`config.mk`:
```
export PLATFORM = sky130hd
export DESIGN_NAME = axi_read_responder
export DESIGN_NICKNAME = d
export VERILOG_FILES = /design/src/rtl/axi_read_responder.sv
export SDC_FILE = /design/constraint.sdc
export NUM_CORES = 1
export LEC_CHECK = 0
export CORE_UTILIZATION = 50
export DETAILED_ROUTE_END_ITERATION = 16
export GPL_TIMING_DRIVEN = 0
export PLACE_DENSITY = 0.73
export REMOVE_ABC_BUFFERS = 1
export SKIP_LAST_GASP = 1
export SLEW_MARGIN = 10
export SYNTH_ARGS = -nofsm -noshare
export SYNTH_HDL_FRONTEND = slang
export SYNTH_SLANG_ARGS = --single-unit
```
`constraint.sdc`:
```
create_clock -name CLK -period 9.3 [get_ports CLK]
set_input_delay 1.86 -clock CLK [delete_from_list [all_inputs] [get_ports CLK]]
set_output_delay 1.86 -clock CLK [all_outputs]
set_load 0.01 [all_outputs]
```
`src/rtl/axi_read_responder.sv`:
```
// AXI read responder: buffers AR requests, walks each burst beat by beat against a
// single-port memory and returns tagged R beats in order, with per-burst error classification.
module axi_read_responder #(
    parameter int unsigned       ADDR_W    = 32,
    parameter int unsigned       DATA_W    = 32,
    parameter int unsigned       MID_W     = 4,
    parameter int unsigned       AR_DEPTH  = 2,
    parameter logic [ADDR_W-1:0] MEM_BASE  = '0,
    parameter logic [ADDR_W-1:0] MEM_BYTES = ADDR_W'(32'h10000)
) (
    input  logic              CLK,
    input  logic              nRST,
    input  logic              ar_valid,
    output logic              ar_ready,
    input  logic [ADDR_W-1:0] ar_addr,
    input  logic [MID_W-1:0]  ar_mid_id,
    input  logic [2:0]        ar_size,
    input  logic [7:0]        ar_len,
    input  logic [1:0]        ar_burst,
    output logic              r_valid,
    input  logic              r_ready,
    output logic [DATA_W-1:0] r_data,
    output logic [MID_W-1:0]  r_mid_id,
    output logic [1:0]        r_resp,
    output logic              r_last,
    output logic              mem_req,
    output logic [ADDR_W-1:0] mem_addr,
    input  logic              mem_ready,
    input  logic              mem_rvalid,
    input  logic [DATA_W-1:0] mem_rdata
);

    localparam int unsigned PTR_W     = $clog2(AR_DEPTH);
    localparam int unsigned CNT_W     = PTR_W + 1;
    localparam int unsigned LOG_BYTES = $clog2(DATA_W / 8);

    localparam logic [1:0] RESP_OKAY   = 2'b00;
    localparam logic [1:0] RESP_SLVERR = 2'b10;
    localparam logic [1:0] RESP_DECERR = 2'b11;
    localparam logic [1:0] BURST_INCR  = 2'b01;
    localparam logic [1:0] BURST_WRAP  = 2'b10;

    typedef enum logic [1:0] {S_IDLE, S_REQ, S_WAIT, S_SEND} state_t;

    typedef struct packed {
        logic [ADDR_W-1:0] addr;
        logic [MID_W-1:0]  mid;
        logic [2:0]        size;
        logic [7:0]        len;
        logic [1:0]        burst;
    } ar_t;

    state_t            state, state_nx;
    ar_t               fifo_mem [AR_DEPTH];
    logic [PTR_W-1:0]  wr_ptr, rd_ptr;
    logic [CNT_W-1:0]  count;
    logic              push, pop, empty;
    ar_t               head, cur;
    logic [1:0]        head_err, cur_err;
    logic [7:0]        beat_cnt;
    logic              last_beat;
    logic [ADDR_W-1:0] step, span, incr_next, wrap_base, wrap_next, next_addr;
    logic [2:0]        wrap_log;

    function automatic logic in_range(input logic [ADDR_W-1:0] a);
        return (a >= MEM_BASE) && ((a - MEM_BASE) < MEM_BYTES);
    endfunction

    // AR buffer
    assign empty    = (count == '0);
    assign ar_ready = (count != CNT_W'(AR_DEPTH));
    assign push     = ar_valid && ar_ready;
    assign pop      = (state == S_IDLE) && !empty;
    assign head     = fifo_mem[rd_ptr];

    // NOTE: request storage is pure data qualified by count, so it carries no reset.
    always_ff @(posedge CLK) begin
        if (push) fifo_mem[wr_ptr] <= '{ar_addr, ar_mid_id, ar_size, ar_len, ar_burst};
    end

    always_ff @(posedge CLK or negedge nRST) begin
        if (!nRST) begin
            wr_ptr <= '0;
            rd_ptr <= '0;
            count  <= '0;
        end else begin
            if (push) wr_ptr <= wr_ptr + PTR_W'(1);
            if (pop)  rd_ptr <= rd_ptr + PTR_W'(1);
            case ({push, pop})
                2'b10:   count <= count + CNT_W'(1);
                2'b01:   count <= count - CNT_W'(1);
                default: count <= count;
            endcase
        end
    end

    // NOTE: every always_comb output gets a default first so no path can infer a latch.
    always_comb begin
        head_err = RESP_OKAY;
        if (!in_range(head.addr))
            head_err = RESP_DECERR;
        else if ((head.size > 3'(LOG_BYTES)) || (head.burst == 2'b11) ||
                 ((head.burst == BURST_WRAP) && !(head.len inside {8'd1, 8'd3, 8'd7, 8'd15})))
            head_err = RESP_SLVERR;
    end

    // Beat address advance; WRAP span is a power of two because illegal lengths are SLVERR.
    always_comb begin
        step      = ADDR_W'(1) << cur.size;
        incr_next = (cur.addr & ~(step - ADDR_W'(1))) + step;
        case (cur.len)
            8'd1:    wrap_log = 3'd1;
            8'd3:    wrap_log = 3'd2;
            8'd7:    wrap_log = 3'd3;
            default: wrap_log = 3'd4;
        endcase
        span      = step << wrap_log;
        wrap_base = cur.addr & ~(span - ADDR_W'(1));
        wrap_next = wrap_base + ((cur.addr + step - wrap_base) & (span - ADDR_W'(1)));
        case (cur.burst)
            BURST_INCR: next_addr = incr_next;
            BURST_WRAP: next_addr = wrap_next;
            default:    next_addr = cur.addr;
        endcase
    end

    assign last_beat = (beat_cnt == cur.len);

    // NOTE: sequential state is always updated with non-blocking assignments.
    always_ff @(posedge CLK or negedge nRST) begin
        if (!nRST) state <= S_IDLE;
        else       state <= state_nx;
    end

    always_comb begin
        state_nx = state;
        case (state)
            S_IDLE: if (!empty) state_nx = S_REQ;
            S_REQ: begin
                if (cur_err != RESP_OKAY) state_nx = S_SEND;
                else if (mem_ready)       state_nx = S_WAIT;
            end
            S_WAIT: if (mem_rvalid) state_nx = S_SEND;
            S_SEND: if (r_ready)    state_nx = last_beat ? S_IDLE : S_REQ;
            default: state_nx = S_IDLE;
        endcase
    end

    always_comb begin
        mem_req = (state == S_REQ) && (cur_err == RESP_OKAY);
        r_valid = (state == S_SEND);
        r_last  = r_valid && last_beat;
        r_resp  = r_valid ? cur_err : RESP_OKAY;
    end

    assign mem_addr = cur.addr & ~ADDR_W'(DATA_W / 8 - 1);
    assign r_mid_id = cur.mid;

    // Burst registers; an INCR that leaves the region turns the rest of the burst into DECERR.
    always_ff @(posedge CLK or negedge nRST) begin
        if (!nRST) begin
            cur      <= '0;
            cur_err  <= RESP_OKAY;
            beat_cnt <= '0;
            r_data   <= '0;
        end else begin
            if (pop) begin
                cur      <= head;
                cur_err  <= head_err;
                beat_cnt <= '0;
            end
            if ((state == S_REQ) && (cur_err != RESP_OKAY)) r_data <= '0;
            if ((state == S_WAIT) && mem_rvalid)           r_data <= mem_rdata;
            if ((state == S_SEND) && r_ready && !last_beat) begin
                cur.addr <= next_addr;
                beat_cnt <= beat_cnt + 8'd1;
                if ((cur.burst == BURST_INCR) && (cur_err == RESP_OKAY) && !in_range(incr_next))
                    cur_err <= RESP_DECERR;
            end
        end
    end

endmodule

```
==> results of run 1 <==
-- report_power, final --
| part | internal [mW] | switching (mW) | total (mW) |
|---|---|---|---|
| sequential | 1.22 | 0.399 | 1.62 |
| clock | 0.368 | 0.347 | 0.715 |
| combinational | 1.33 | 1.72 | 3.05 |
| total | 2.91 | 2.47 | 5.38 |
-- sequential cells by signal, indices dropped and copies added, names as in the netlist --
register  cells
rd_ptr        1
state         2
count         2
mem_addr     30
cur          15
fifo_mem     98
beat_cnt      8
r_data       32
r_mid_id      4
wr_ptr        1
cur_err       2
-- per-stage QoR --
step                hold slack [ps]  utilization, %  cell area, µm²
global route                    526            60.7           15400
floorplan                       461               -           12600
global placement                464            57.3           14600
detailed placement              491            58.4           14800
finish                          504            60.7           15400
CTS                             505            60.7           15400
-- cell type report --
type                            count  share of cell area (%)
Multi-Input combinational cell   1089                    45.9
Inverter                           50                    1.22
Timing Repair Buffer              167                    11.6
Sequential cell                   195                    34.9
Tap cell                          330                    2.68
Clock inverter                     14                   0.788
Clock buffer                       18                    2.92
-- cells in the mapped netlist, types with 4 or more instances --
master and count:
o221ai_1 5, and3_1 15, nor2b_1 19, clkbuf_1 58, ha_1 64, o22ai_1 4
nand2_1 206, o21ai_1 7, a221oi_1 7, inv_1 50, o21a_1 9, nand4_1 16
a32o_1 4, nand2b_1 24, buf_1 11, edfxtp_1 98, a41oi_1 4, nor4_1 16
mux2i_1 71, a311oi_1 6, a31oi_1 16, xor2_1 36, and2_1 12, a211oi_1 13
buf_4 36, nor3b_1 6, buf_2 9, nand3_1 45, nand4b_1 4, o31ai_1 6
nor3_1 31, nor2_1 83, a211o_1 5, dfrtp_1 97, a31o_2 4, o21ai_0 110
or3_1 11, a32oi_1 4, or4_1 7, a21o_1 12, a21oi_1 57, xnor2_1 45
-- worst max-delay path by stage --
stage | start | cells after the start | end
floorplan | cur[7]$_DFFE_PN0P_ | 27 | mem_addr[29]$_DFFE_PN0P_
global placement | cur[10]$_DFFE_PN0P_ | 26 | mem_addr[29]$_DFFE_PN0P_
detailed placement | cur[10]$_DFFE_PN0P_ | 26 | mem_addr[29]$_DFFE_PN0P_
CTS | cur[10]$_DFFE_PN0P_ | 26 | mem_addr[29]$_DFFE_PN0P_
global route | cur[11]$_DFFE_PN0P_ | 28 | mem_addr[28]$_DFFE_PN0P_
finish | cur[7]$_DFFE_PN0P_ | 27 | mem_addr[29]$_DFFE_PN0P_
-- cell usage in the layout, fill, tap and decap left out, drive strengths merged, types with 8 or more instances in the layout --
cell type,instances
nand2b,24
xnor2,45
dfrtp,97
edfxtp,98
a211oi,13
mux2i,71
a21oi,57
xor2,36
nor2,83
nor2b,19
and2,12
nand2,206
or3,14
nand3,46
nor4,17
inv,56
ha,64
buf,10
o21a,9
nand4,16
nor3,31
a21o,12
o21ai,117
conb,33
a31oi,16
or4,8
clkdlybuf4s50,157
and3,15
clkbuf,18
-- layer usage --
layer  part of all wire [%]  track usage (%)  up-vias
met5                      0                0        -
met1                     44             35.7     5223
met4                    1.3             5.77        0
li1                       -                -     5277
met3                    8.5             6.75       38
met2                     47             42.6      436
-- worst min-delay path: stages, from the launching register on --
cell,delay (ps)
dfrtp_1,350
nand2_1,50
o21ai_0,60
-- logic make-up after synthesis --
logic type / count (synthesis) / share of synthesized area [%]
AO/OA/AOI/OAI: 314 / 15.5
XOR/XNOR: 81 / 5.44
adder cells (fa/ha/maj): 66 / 6.45
buffers and inverters: 165 / 5.93
flip-flops: 195 / 41.2
multiplexers: 75 / 5.83
other: 2 / 0.0576
AND/OR/NAND/NOR: 520 / 19.6
==> flow_summary.yaml, run 1 <==
critical_path:
  end_kind: "flop"
  max_stage_delay_ps: 620
  r2r_end: "mem_addr[29]$_DFFE_PN0P_"
  criticalPathCategory: "flop to flop"
  crit_fanout: 6
  critPathBufInv: 1
  path_common_cell: "ha_1"
  r2r-start: "cur[7]$_DFFE_PN0P_"
  start_kind: "flop"
  cp.required_ps: 9590
  r2r_setup_slack_ps: 2150
  worst-r2r-cell-count: 27
  critical_path.top_delay_family: "simple AND/OR/NAND/NOR gates"
  crit_slowest_cell: "or4_1"
  arrival_ps: 7450
floorplanning:
  io_pins: 161
  rows: 58
  dieArea_mm2: 0.0267
  core_mm2: 0.0254
  die_w_um: 163
  start_util_pct: 51.3
  die_h_um: 163
clock_network:
  numCtsBuffers: 17
  clock_sinks: 195
  clk_pin_slew_ps: 80
  root_buffer: "clkbuf_16"
  post_cts_buffers: 0
  cts_tree: "yes"
  cts-resized-gates: 0
  cts_buffer_depth: 2
  htreeDepth: 4
  hold_buffers: 0
  clk_latency_ps: 440
synth:
  ys_types: 84
  synth.top_cells.by_area: "edfxtp_1, dfrtp_1, ha_1"
  synth-edff-count: 98
  async_flop_share_pct: 49.7
  synth_area_mm2: 0.0130
  avgSynthCellArea_um2: 9.19
  synth_top_area_share_pct: 22.6
  syn_inst: 1418
  yosysTopAreaCell: "edfxtp_1"
  yosys_warnings: 0
  synth_seq_cells: 195
  ys.flop_type: "edfxtp_1"
  yosysSeqAreaShare_pct: 41.2
routing:
  vias_per_cell: 5.89
  drcViolationCount: 0
  dr.pass1.iters: 7
  drt_wl_total_um: 34000
  vias: 10974
  final_antenna_net_count: 0
  wire_per_inst_um: 18.2
  drt_iter0_markers: 1004
power_and_ir_drop:
  ir_drop_mv: 0.221
  powerDensity_mw_per_mm2: 349
  leakage_nw: 6.23
  p_total_mw: 5.38
sta:
  clock-skew-final_ps: 17.2
  fin_crit_sh_pct: 76.9
  drv_slew: 0
  timing.slew.headroom_pct: 16.7
  setup_viol: 0
  worstMarginPinSlew_ps: 1250
  final.setup.worst_slack_ps: 2150
  period_minus_slack_ps: 7150
  hold_viol: 0
  rsz0062_at_grt: "false"
  setup-tns-final_ps: 0
  max_freq_mhz: 140
finish:
  nNetsFinal: 1673
  drive_gt1_share_pct: 4.96
  seq_area_mm2: 0.00538
  instances_no_fill: 1863
  antenna_cells: 0
  area_growth_pct: 18.2
  multiInputGateArea_mm2: 0.00707
  nFillCells: 2171
placement:
  place_congestion: 0.883
  dp_cells: 1831
  port_buffers: 158
  hpwl_um: 25300
  pre_cts_slack_ps: 2070
grt:
  grt_max_degree: 57
  grt_pass1_vias: 10623
  antenna_found_initial: 0
  gr-total-overflow: 0
  grt.total_usage_pct: 26.4
  grt_pass1_wl_um: 55500
hold_path:
  hold_start: "r_mid_id[1]$_DFFE_PN0P_"
  min_path_type: "flop to flop"
  hold_depth: 2
  worst_hold_path.endpoint: "r_mid_id[1]$_DFFE_PN0P_"
run_status:
  status: "finished, final reports clean"
run:
  maxCapViolCount: 0
No activity file was read; power rests on OpenSTA's default activity.
==> run 2, diff against run 1 <==
--- a/config.mk
+++ b/config.mk
@@ -8,7 +8,7 @@
 export CORE_UTILIZATION = 50
 export DETAILED_ROUTE_END_ITERATION = 16
 export GPL_TIMING_DRIVEN = 0
-export PLACE_DENSITY = 0.73
+export PLACE_DENSITY = 0.76
 export REMOVE_ABC_BUFFERS = 1
 export SKIP_LAST_GASP = 1
 export SLEW_MARGIN = 10
==> constraint.sdc (replaced) <==
create_clock -name CLK -period 6.25 [get_ports CLK]
set_input_delay 1.25 -clock CLK [delete_from_list [all_inputs] [get_ports CLK]]
set_output_delay 1.25 -clock CLK [all_outputs]
set_load 0.01 [all_outputs]
==> run 2 against run 1 <==
Net effect: critical path type unchanged; sequential power increased by 48%; sequential cell count unchanged; worst hold slack got worse by 2.3 ps; routed wire length increased by 3.6%; die area unchanged; highest routed layer unchanged.
==> flow_summary.yaml, run 2 (synthesized netlist as in run 1, its figures left out) <==
placement:
  place_congestion: 0.911
  pre_cts_slack_ps: -1020
  place_area_mm2: 0.0148
  port_buffers: 158
  hpwl_um: 25400
routing:
  drt_iter0_markers: 1044
  drt_wl_total_um: 35200
  wire_per_inst_um: 18.7
  dr.pass1.iters: 6
  vias_per_cell: 5.93
  drcViolationCount: 0
  vias: 11167
  final_antenna_net_count: 0
sta:
  worstMarginPinSlew_ps: 1180
  hold_viol: 0
  fin_crit_sh_pct: 96.1
  period_minus_slack_ps: 6010
  timing.slew.headroom_pct: 20.6
  max_freq_mhz: 167
  final.setup.worst_slack_ps: 244
  clock-skew-final_ps: 10.9
  drv_slew: 0
  setup_viol: 0
finish:
  nNetsFinal: 1693
  nFillCells: 2102
  final_area_mm2: 0.0158
  area_growth_pct: 21.4
  regMostFlops: "fifo_mem"
  layout_common_cells: "nand2_1, clkdlybuf4s50_1, o21ai_0, edfxtp_1, dfrtp_1"
  drive_gt1_share_pct: 9.01
  antenna_cells: 0
  layout_commonest_cell: "nand2_1"
  largest_register_ff_count: 98
grt:
  antenna_found_initial: 1
  grt_pass1_vias: 10800
  grt.total_usage_pct: 26.5
  gr-total-overflow: 0
  grt_pass1_wl_um: 56100
  grt_max_degree: 74
critical_path:
  r2r_setup_slack_ps: 240
  cp.required_ps: 6510
  end_kind: "flop"
  crit_fanout: 5
  criticalPathCategory: "flop to flop"
  start_kind: "flop"
  arrival_ps: 6270
  worst-r2r-cell-count: 27
  crit_slowest_cell: "or4_4"
  max_stage_delay_ps: 580
clock_network:
  hold_buffers: 0
  clk_pin_slew_ps: 70
  clk_latency_ps: 430
  htreeDepth: 4
  clock_sinks: 195
  root_buffer: "clkbuf_16"
  cts_tree: "yes"
  numCtsBuffers: 17
  cts_buffer_depth: 2
run:
  maxCapViolCount: 0
power_and_ir_drop:
  leakage_nw: 6.35
  ir_drop_mv: 0.284
  powerDensity_mw_per_mm2: 529
hold_path:
  min_path_type: "flop to flop"
  hold_depth: 2
floorplanning:
  die_h_um: 163
  core_mm2: 0.0254
  rows: 58
  io_pins: 161
  die_w_um: 163
  dieArea_mm2: 0.0267
  start_util_pct: 51.3
run_status:
  status: "finished, final reports clean"
[run 2: cell types whose count changed in the layout (fill, tap and decap cells not counted), moves of 5 or more]
cell / before / now
dfrtp_4: 1 / 6
ha_4: 0 / 5
buf_4: 0 / 18
ha_1: 64 / 59
dfrtp_1: 95 / 88
[run 2: repair_timing]
action                                 4_1_cts  5_1_grt
setup buffers                                8       12
setup endpoints to repair                   21       15
gates resized for setup                     27       34
endpoints found under the hold margin        0        0
pin swaps                                    6       14
gates cloned                                 0        0
[run 2: critical path, delay by kind of cell, from the launching register on]
family          cells  cell delay, ps
simple gates        9            1840
flops               1             410
compound gates     10            1870
buf+inv             1              70
xor+xnor            3             500
fa+ha+maj           4            1160
[run 2: per-stage QoR]
step                setup TNS [ps]  std cells  power, mW  hold WS (ps)  utilization [%]
finish                           0       1883       8.37           502             62.3
global route                  -102       1883       8.96           530             62.3
CTS                              0       1871       8.07           512             61.2
detailed placement          -12710       1831       6.85           481             58.3
global placement            -24000       1822       6.67           467             57.3
floorplan                        0       1334       5.27           461                -
[run 2: final cells by class]
class | instances | area (µm²) | share of cell area (%)
Inverter | 50 | 195 | 1.23
Timing Repair Buffer | 187 | 1930 | 12.2
Sequential cell | 195 | 5400 | 34.1
Tap cell | 330 | 413 | 2.61
Clock buffer | 19 | 443 | 2.80
Multi-Input combinational cell | 1089 | 7320 | 46.2
Clock inverter | 13 | 138 | 0.869
[run 2: path summary, 6_finish.rpt]
check | to | startpoint
setup / recovery | mem_addr[29]$_DFFE_PN0P_ | cur[6]$_DFFE_PN0P_
hold / removal | r_mid_id[0]$_DFFE_PN0P_ | r_mid_id[0]$_DFFE_PN0P_
setup reg to reg | mem_addr[29]$_DFFE_PN0P_ | cur[6]$_DFFE_PN0P_
hold reg to reg | r_mid_id[0]$_DFFE_PN0P_ | r_mid_id[0]$_DFFE_PN0P_
max in group asynchronous | rd_ptr$_DFFE_PN0P_ | nRST
min in group asynchronous | r_mid_id[0]$_DFFE_PN0P_ | nRST
[run 2: power breakdown]
part	leakage [nW]	internal (mW)	total [mW]	switching (mW)
Sequential	2.14	1.82	2.40	0.576
Clock	0.285	0.577	1.09	0.515
Combinational	3.92	2.14	4.88	2.73
[run 2: metal layers]
metal  track usage, %  wire, µm  vias up
li1                 -         -     5324
met1             36.2     15500     5299
met2             42.8     16300      492
met3             5.79      2840       52
met4             6.61       604        0
met5                0         0        -
==> run 3, diff against run 2 <==
--- a/config.mk
+++ b/config.mk
@@ -15,3 +15,4 @@
 export SYNTH_ARGS = -nofsm -noshare
 export SYNTH_HDL_FRONTEND = slang
 export SYNTH_SLANG_ARGS = --single-unit
+export TNS_END_PERCENT = 20
==> run 3 against run 2 <==
Net effect: die area did not move; maximum frequency down 1.0%; clock skew hardly changed; non-clock buffer count did not move; routed wire length increased by 0.16%; largest power group unchanged; cell area is essentially flat; sequential share of layout area hardly changed.
==> flow_summary.yaml, run 3 (synthesized netlist as in run 1, its figures left out) <==
run_status:
  status: "finished, final reports clean"
grt:
  use_met1_pct: 36.2
  grt.total_usage_pct: 26.5
  grt_max_degree: 74
  gr-total-overflow: 0
  grt_util_met2_pct: 42.8
  grt_pass1_wl_um: 56100
  antenna_found_initial: 1
  grt.busiest_layer: "met2"
  grt_pass1_vias: 10800
  gr-usage-met3_pct: 5.79
critical_path:
  cp.required_ps: 6510
  crit_fanout: 5
  start_kind: "flop"
  end_kind: "flop"
  startpoint: "cur[6]$_DFFE_PN0P_"
  critPathBufInv: 1
  critical_path.top_delay_family: "simple AND/OR/NAND/NOR gates"
  crit_slowest_cell: "or4_4"
  r2r-start: "cur[6]$_DFFE_PN0P_"
  max_stage_delay_ps: 580
  criticalPathCategory: "flop to flop"
  arrival_ps: 6330
finish:
  layout_commonest_cell: "nand2_1"
  layout_common_cells: "nand2_1, clkdlybuf4s50_1, o21ai_0, edfxtp_1, dfrtp_1"
  instances_no_fill: 1883
  antenna_cells: 0
  nNetsFinal: 1693
  nFillCells: 2102
  drive_gt1_share_pct: 8.95
  area_growth_pct: 21.3
  regMostFlops: "fifo_mem"
  largest_register_ff_count: 98
placement:
  pre_cts_slack_ps: -1020
  place_congestion: 0.911
  hpwl_um: 25400
  dp_cells: 1831
  port_buffers: 158
power_and_ir_drop:
  switchingPower_mw: 3.82
  combPwrFrac_pct: 58.2
  p_int_mw: 4.54
  pwr-share-seq_pct: 28.7
  leakage_nw: 6.35
  clkPwrFrac_pct: 13.0
  powerDensity_mw_per_mm2: 529
  switching_share_pct: 45.7
  ir_drop_mv: 0.284
floorplanning:
  die_h_um: 163
  die_w_um: 163
  dieArea_mm2: 0.0267
  rows: 58
  start_util_pct: 51.3
  io_pins: 161
  core_mm2: 0.0254
clock_network:
  clk_pin_slew_ps: 70
  clk_latency_ps: 430
  cts_tree: "yes"
  root_buffer: "clkbuf_16"
  numCtsBuffers: 17
  hold_buffers: 0
  htreeDepth: 4
  cts_buffer_depth: 2
  clock_sinks: 195
routing:
  drt_wl_total_um: 35300
  final_antenna_net_count: 0
  drt_iter0_markers: 1012
  wire_per_inst_um: 18.7
  vias_per_cell: 5.94
  drcViolationCount: 0
  vias: 11193
  dr.pass1.iters: 5
sta:
  rsz0062_at_grt: "true"
  drv_slew: 0
  whs_ps: 502
  max_freq_mhz: 165
  setup-tns-final_ps: 0
  setup_viol: 0
  clock-skew-final_ps: 11.3
  worstMarginPinSlew_ps: 1170
  fin_crit_sh_pct: 97.1
  timing.slew.headroom_pct: 21.7
  period_minus_slack_ps: 6070
  hold_viol: 0
  final.setup.worst_slack_ps: 183
hold_path:
  min_path_type: "flop to flop"
  hold_start: "r_mid_id[0]$_DFFE_PN0P_"
run:
  maxCapViolCount: 0
run 3: cell counts in the layout (fill, tap and decap cells not counted):
No cell type changed its count.
run 3: power groups by stage:
| stage | registers (mW) | clock network (mW) | logic [mW] |
|---|---|---|---|
| 3_5_place_dp | 2.42 | 0 | 4.43 |
| 6_report | 2.40 | 1.09 | 4.87 |
| 3_3_place_gp | 2.46 | 0 | 4.21 |
| 4_1_cts | 2.39 | 1.10 | 4.58 |
| 5_1_grt | 2.46 | 1.15 | 5.35 |
| 2_1_floorplan | 2.36 | 0 | 2.90 |
run 3: worst paths after layout:
kind | endpoint | slack, ps | cells after the start
max reg2reg | mem_addr[29]$_DFFE_PN0P_ | 180 | 27
min in group asynchronous | r_mid_id[0]$_DFFE_PN0P_ | 700 | 1
max in group asynchronous | rd_ptr$_DFFE_PN0P_ | 4870 | 2
min | r_mid_id[0]$_DFFE_PN0P_ | 500 | 2
max | mem_addr[29]$_DFFE_PN0P_ | 180 | 27
min reg2reg | r_mid_id[0]$_DFFE_PN0P_ | 500 | 2
run 3: cell type report:
class / instances / area (µm²) / share of cell area [%]
multi-input cells: 1089 / 7300 / 46.2
clock buffers: 19 / 443 / 2.80
repair buffers: 187 / 1930 / 12.2
flip-flops and latches: 195 / 5400 / 34.1
clock inverters: 13 / 138 / 0.870
inverters: 50 / 195 / 1.23
well taps: 330 / 413 / 2.61
run 3: worst min-delay path, cell delays in order, from the launching register on:
cell	delay (ps)
dfrtp_1	350
nand2_1	50
o21ai_0	60
run 3: timing repair:
item | 4_1_cts | 5_1_grt
gates resized for setup | 27 | 33
setup endpoints to repair | 21 | 15
buffers inserted | 8 | 12
pin swaps | 6 | 13
run 3: metrics by stage:
stage	util [%]	power (mW)	cell area [µm²]
floorplan	-	5.27	12600
global placement	57.3	6.67	14600
detailed placement	58.3	6.85	14800
CTS	61.2	8.07	15600
global route	62.3	8.95	15800
finish	62.3	8.37	15800
run 3: per-layer routing:
layer	share of wire, %	wire (µm)
met5	0	0
met4	1.9	668
met3	8.0	2810
met2	46	16300
met1	44	15500
